### config.mk
export PLATFORM = sky130hd
export DESIGN_NAME = fetch_controller
export DESIGN_NICKNAME = d
export VERILOG_FILES = /design/src/rtl/opcode_pkg.sv /design/src/rtl/fetch_controller.sv
export SDC_FILE = /design/constraint.sdc
export NUM_CORES = 1
export LEC_CHECK = 0
export ABC_AREA = 1
export CORE_ASPECT_RATIO = 2
export CORE_MARGIN = 5
export CORE_UTILIZATION = 38
export CTS_CLUSTER_DIAMETER = 50
export CTS_CLUSTER_SIZE = 14
export DETAILED_ROUTE_END_ITERATION = 10
export PLACE_DENSITY = 0.77
export SETUP_SLACK_MARGIN = 0.4
export SYNTH_ARGS = -nofsm -noshare
export SYNTH_HDL_FRONTEND = slang
export SYNTH_SLANG_ARGS = --single-unit
### constraint.sdc
create_clock -name clk -period 1.6 [get_ports clk]
set_input_delay 0.24 -clock clk [delete_from_list [all_inputs] [get_ports clk]]
set_output_delay 0.24 -clock clk [all_outputs]
set_load 0.02 [all_outputs]
### src/rtl/opcode_pkg.sv
// Shared opcode definitions: two-word opcode nibbles, instruction length predecode
// and the fetch controller state encoding.
package opcode_pkg;

  localparam logic [3:0] OP_JCN = 4'b0001;
  localparam logic [3:0] OP_FIM = 4'b0010;
  localparam logic [3:0] OP_JUN = 4'b0100;
  localparam logic [3:0] OP_JMS = 4'b0101;
  localparam logic [3:0] OP_ISZ = 4'b0111;

  localparam logic [2:0] LEN_ONE = 3'd1;
  localparam logic [2:0] LEN_TWO = 3'd2;

  localparam logic [15:0] STAT_MAX = 16'hFFFF;

  typedef enum logic [1:0] {
    IDLE  = 2'd0,
    START = 2'd1,
    WAIT  = 2'd2,
    ISSUE = 2'd3
  } fetch_ctrl_state_t;

  // FIM and SRC share an opcode nibble; bit 0 of the following nibble separates them.
  function automatic logic [2:0] inst_len_f(input logic [3:0] opcode_nibble,
                                            input logic [3:0] next_nibble);
    logic [2:0] len;
    len = LEN_ONE;
    unique case (opcode_nibble)
      OP_JCN, OP_JUN, OP_JMS, OP_ISZ: len = LEN_TWO;
      OP_FIM:  len = next_nibble[0] ? LEN_ONE : LEN_TWO;
      default: len = LEN_ONE;
    endcase
    return len;
  endfunction

endpackage

### src/rtl/fetch_controller.sv
// Fetch sequencer: owns the fetch PC, drives the Fetcher and hands instructions to the decoder.
// Define FETCH_STATS_EN to add saturating stat_issued / stat_squashed counters.
module fetch_controller
  import opcode_pkg::*;
#(
  parameter logic [11:0] RESET_PC = 12'h000
) (
  input  logic        clk,
  input  logic        reset,
  input  logic        run_en,
  output logic        fetch_start,
  output logic [11:0] fetch_pc,
  output logic [2:0]  fetch_inst_len,
  input  logic        fetch_done,
  output logic        fetch_done_ack,
  input  logic [15:0] fetch_inst,
  input  logic [3:0]  rom_nibble,
  output logic        inst_valid,
  output logic [15:0] inst_word,
  output logic [11:0] inst_pc,
  output logic        inst_two_word,
  input  logic        inst_ready,
  input  logic        redirect_valid,
  input  logic [11:0] redirect_pc,
  output logic [11:0] pc_out,
  output logic        busy
`ifdef FETCH_STATS_EN
  ,
  output logic [15:0] stat_issued,
  output logic [15:0] stat_squashed
`endif
);

  fetch_ctrl_state_t state_q, state_d;
  logic [11:0] pc_q, pc_d;
  logic        squash_q, squash_d;
  logic [15:0] inst_word_q, inst_word_d;
  logic [11:0] inst_pc_q, inst_pc_d;
  logic        inst_two_word_q, inst_two_word_d;

  logic [2:0]  cap_len;
  logic        discard;
  logic        drop;

  // A completed fetch is wrong-path if it was squashed earlier or a redirect lands now.
  assign discard = (state_q == WAIT) && fetch_done && (squash_q || redirect_valid);
  assign drop    = (state_q == ISSUE) && redirect_valid;

  assign cap_len = inst_len_f(fetch_inst[15:12], fetch_inst[11:8]);

  always_comb begin
    state_d         = state_q;
    pc_d            = pc_q;
    squash_d        = squash_q;
    inst_word_d     = inst_word_q;
    inst_pc_d       = inst_pc_q;
    inst_two_word_d = inst_two_word_q;
    fetch_start     = 1'b0;
    fetch_done_ack  = 1'b0;

    unique case (state_q)
      IDLE: begin
        if (run_en) state_d = START;
      end
      START: begin
        fetch_start = 1'b1;
        state_d     = WAIT;
        if (redirect_valid) squash_d = 1'b1;
      end
      WAIT: begin
        if (fetch_done) begin
          fetch_done_ack = 1'b1;
          if (discard) begin
            squash_d = 1'b0;
            state_d  = run_en ? START : IDLE;
          end else begin
            inst_word_d     = fetch_inst;
            inst_pc_d       = pc_q;
            inst_two_word_d = (cap_len == LEN_TWO);
            pc_d            = pc_q + {9'd0, cap_len};
            state_d         = ISSUE;
          end
        end else if (redirect_valid) begin
          squash_d = 1'b1;
        end
      end
      ISSUE: begin
        if (drop) begin
          state_d = START;
        end else if (inst_ready) begin
          state_d = run_en ? START : IDLE;
        end
      end
      default: state_d = IDLE;
    endcase

    // Redirect target wins over any sequential PC advance.
    if (redirect_valid) pc_d = redirect_pc;
  end

  always_ff @(posedge clk or posedge reset) begin
    if (reset) begin
      state_q         <= IDLE;
      pc_q            <= RESET_PC;
      squash_q        <= 1'b0;
      inst_word_q     <= 16'h0000;
      inst_pc_q       <= 12'h000;
      inst_two_word_q <= 1'b0;
    end else begin
      state_q         <= state_d;
      pc_q            <= pc_d;
      squash_q        <= squash_d;
      inst_word_q     <= inst_word_d;
      inst_pc_q       <= inst_pc_d;
      inst_two_word_q <= inst_two_word_d;
    end
  end

  assign fetch_pc       = (state_q == START) ? pc_q : 12'h000;
  assign fetch_inst_len = inst_len_f(fetch_inst[15:12], rom_nibble);
  assign inst_valid     = (state_q == ISSUE);
  assign inst_word      = inst_word_q;
  assign inst_pc        = inst_pc_q;
  assign inst_two_word  = inst_two_word_q;
  assign pc_out         = pc_q;
  assign busy           = (state_q != IDLE);

`ifdef FETCH_STATS_EN
  logic [15:0] stat_issued_q, stat_issued_d;
  logic [15:0] stat_squashed_q, stat_squashed_d;

  always_comb begin
    stat_issued_d   = stat_issued_q;
    stat_squashed_d = stat_squashed_q;
    if (inst_valid && inst_ready && !redirect_valid && (stat_issued_q != STAT_MAX))
      stat_issued_d = stat_issued_q + 16'd1;
    if ((discard || drop) && (stat_squashed_q != STAT_MAX))
      stat_squashed_d = stat_squashed_q + 16'd1;
  end

  always_ff @(posedge clk or posedge reset) begin
    if (reset) begin
      stat_issued_q   <= 16'h0000;
      stat_squashed_q <= 16'h0000;
    end else begin
      stat_issued_q   <= stat_issued_d;
      stat_squashed_q <= stat_squashed_d;
    end
  end

  assign stat_issued   = stat_issued_q;
  assign stat_squashed = stat_squashed_q;
`endif

endmodule
==> results by stage <==
Floorplanning:
- The y dimension of the die is 120 µm.
- The floorplan has 40 rows.
- The initial utilization of the core area, before any placement, comes to 38.6%.
- The total core area is 5960 µm².
- The die is 65.0 µm wide.
- The die covers between 7000 and 8000 µm².
- The boundary pin count is 98.

Clocking:
- The total CTS buffers is 5.
- Counting every sink on the clock net gives 44.
- The post-CTS clock slew at the launch and capture registers of the worst setup and hold paths is 0.07 ns.
- For the worst-skew pair, the clock arrives at the later sink with an insertion delay of around 0.30 ns.
- Counting along the longest clock path gives a buffer depth of 2.
- The clock tree root driver cell is clkbuf_16.
- The H-tree was split into 2 levels.
- The post-cts hold buffer count is 0.
- TritonCTS built the clock tree.

Route:
- The residual antenna-violating net count after detailed routing is 0.
- The aggregate routed wire length is 10.5 mm.
- The vias per cell is 5.26.
- For this run, design rule violations remaining after detail routing come to 0.
- Detailed routing inserted a total of 2,818 vias.
- The wire length per cell after detailed routing is ~20 µm.
- The number of iterations in the first detailed-routing pass is 4.
- The number of DRC markers in iteration 0 is 126.

GRT:
- The via count of the first global-routing pass is 2,887.
- The first global-routing pass estimated 14.1 mm of wire.
- The number of antenna violations at the first check in global routing is 0.
- Global routing consumed, over all layers together, 23.9% of the routing resources.
- Entering global routing, the biggest net connects 45 pins.
- For this run the aggregate overflow at the end of global routing stands at 0.

Min path:
- The worst hold path belongs to the class in2reg.

Finish:
- In the final layout, the share of cells above drive strength 1 is 58.8%.
- The final layout contains 513 nets.
- The area added between synthesis and finish is 115%.
- Cells fill 82.8% of the core in the end.
- The library cells used most frequently in the layout, excluding fill and tap cells, are nand2_1 (63), buf_6 (49), dfrtp_1 (44), buf_4 (32), nand2_2 (31).
- Leaving out fill and tap cells, the most frequent cell in the layout is nand2_1.
- The number of antenna diodes in the final layout is 0.

STA:
- Setup repair after global routing could not meet its margin everywhere.
- Across the routed clock network, the largest skew measured is just under 0.009 ns.
- The final number of hold-violating endpoints is 0.
- Adding up every negative setup slack in the final design gives -0.748 ns.
- The fraction of the cycle the final worst path needs is 112%.
- The maximum frequency from static timing analysis is ~560 MHz.
- The smallest clock period supported by the final layout is computed as 1.79 ns.
- The final count of pins violating max slew is 0.
- Setup slack on the critical path of the routed design comes to -0.189 ns.
- Setup violations remaining at the end of the flow were counted as 6.
- Hold is met by approximately 0.18 ns.

Placed design:
- The setup slack after placement is -0.914 ns.
- The count of buffers inserted at the top-level ports is 93.
- The post-detailed-placement half-perimeter wirelength is 5.38 mm.
- The placer's final routability congestion estimate is 0.830.

Pwr:
- The switching share of power is between 40% and 50%.
- The worst-case IR drop observed on VDD is 1.37 mV.
- For this design the total switching power over the nets is 3.39 mW.
- The cell-internal power is 4.63 mW.
- The relative contribution of the clock network to total power is 15.5%.
- In this run the static leakage power is 2.39 nW.
- In this run the power density over the cells is 1630 nW/µm².
- The relative contribution of combinational cells to total power is 59.8%.
- The share of total power in sequential cells is 24.8%.
- The total power draw is around 8 mW.

Critical path:
- The critical path goes through buf_8 -> nor2_4 -> nor2_2 -> nand2_2 -> o21ai_2 -> inv_1 -> ha_2 -> inv_2 -> fa_2 -> inv_2 -> nand3_4 -> nor2_4 -> nand2_1 -> nand2_1 -> nand3_1 -> nand2_1.
- Counting stages on the worst path, the most repeated cell is nand2_1.
- The class of the most critical setup path is in2reg.
- Along the worst path, the maximum fanout reaches 4.
- The data required time at the worst endpoint is roughly 1.8 ns.
- The signal arrival time at the worst endpoint is 2.01 ns.
- The sort of element at the end of the critical path is a flip-flop.
- The stage delay of the slowest cell on the critical path is 0.37 ns.
- The slowest stage of the critical path belongs to the cell fa_2.
- Grouping stages by cell kind, the critical path spends the most delay in simple AND/OR/NAND/NOR gates.
- The element type at the critical path start is a primary input.
- The worst path buffer plus inverter count is 4.

Yosys:
- The post-synthesis register bit count is 44.
- Of all cell types, the one taking the most synthesized area is dfrtp_1.
- The synthesized area per cell is 7.51 µm².
- The area share of the largest cell type after synthesis is around 48%.
- When the netlist entered floorplanning its net count stood at 347.
- For this run, the number of Yosys warnings is 0.
- In the post-synthesis netlist, the biggest area contributors are dfrtp_1 (48%), nand2_1 (20%), nand3_1 (6.5%).
- The cell area after technology mapping is 2300 µm².
- The sequential fraction of the synthesis area is a little under half.
- Synthesis produced between 300 and 400 cells.
- The number of distinct library cell variants in the gate-level netlist after synthesis is 25.

Outcome:
- The final reports fail on setup timing.
- The flow ran to the end, but the final reports show violations.

Job:
- The max-cap violation count is 0.
[routing by layer]
layer | share of wire, % | vias to the layer above | global-route usage [%]
li1 | - | 1282 | -
met1 | 32 | 1383 | 21.5
met2 | 58 | 114 | 48.2
met3 | 4.5 | 39 | 3.93
met4 | 5.4 | 0 | 11.5
met5 | 0 | - | 0
[per-stage QoR]
step	instances	cell area [µm²]
after detailed placement	485	3670
after global routing	536	4930
after CTS	520	4570
final	536	4930
after global placement	485	3670
after floorplan	306	2450
[logic make-up after synthesis]
kind of cell | synth area share, %
flip-flops | 47.9
other | 0.163
buffers and inverters | 9.64
XOR/XNOR | 0.381
AND/OR/NAND/NOR | 33.8
AO/OA/AOI/OAI | 6.10
adder cells (fa/ha/maj) | 1.96
[worst paths after layout]
kind                           startpoint            end  slack (ns)  depth (start not counted)
min                        fetch_inst[13]  inst_word[13]        0.18                          3
min in group asynchronous           reset  inst_word[14]        0.34                          3
max reg2reg                     pc_out[0]     pc_out[10]       -0.14                         10
max                        fetch_inst[12]     pc_out[10]       -0.19                         16
min reg2reg                    inst_pc[2]     inst_pc[2]        0.49                          2
max in group asynchronous           reset     pc_out[10]        1.03                          3
[Yosys cell counts]
master	count
dfrtp_1	44
nand3_1	30
inv_2	1
inv_1	35
o21a_1	2
a21oi_1	1
conb_1	1
nor2_4	2
o21ai_0	12
fa_1	1
nand2_1	121
buf_6	3
buf_1	1
buf_2	4
nor2_2	1
nor3_1	1
inv_4	1
nand4_1	2
o21ai_2	6
nor2_1	29
ha_1	2
xor2_1	1
a21o_1	1
nand3_4	1
buf_4	3
[state kept, by name (all words and copies together), names as in the netlist]
name	count
inst_pc	12
inst_two_word	1
inst_word	16
pc_out	12
squash_q	1
state_q	2
[final cells by class]
| type | instances | area (µm²) |
|---|---|---|
| repair buffers | 170 | 1850 |
| multi-input cells | 214 | 1550 |
| flip-flops and latches | 44 | 1100 |
| fillers | 303 | 1030 |
| inverters | 37 | 168 |
| clock buffers | 6 | 139 |
| well taps | 63 | 78.8 |
| clock inverters | 2 | 38.8 |
[timing repair]
item / CTS / global route
pin swaps: 28 / 32
buffers inserted: 19 / 16
gates resized for setup: 360 / 122
cloned: 8 / 0
setup endpoints to repair: 102 / 95
[worst reg2reg max path, cell delays in order (launching register included)]
cell     delay (ns)
dfrtp_1        0.40
ha_2           0.23
inv_2          0.05
fa_2           0.37
inv_2          0.08
nand3_4        0.11
nor2_4         0.14
nand2_1        0.07
nand2_1        0.06
nand3_1        0.07
nand2_1        0.08
[power groups by stage]
stage / combinational [mW] / sequential [mW] / clock [mW]
after detailed placement: 3.51 / 1.83 / 0
after floorplan: 1.22 / 2.39 / 0
after CTS: 4.07 / 1.88 / 1.25
after global routing: 5.04 / 2.04 / 1.31
after global placement: 3.46 / 1.82 / 0
final: 4.79 / 1.99 / 1.24
(Power assumes the default switching activity.)
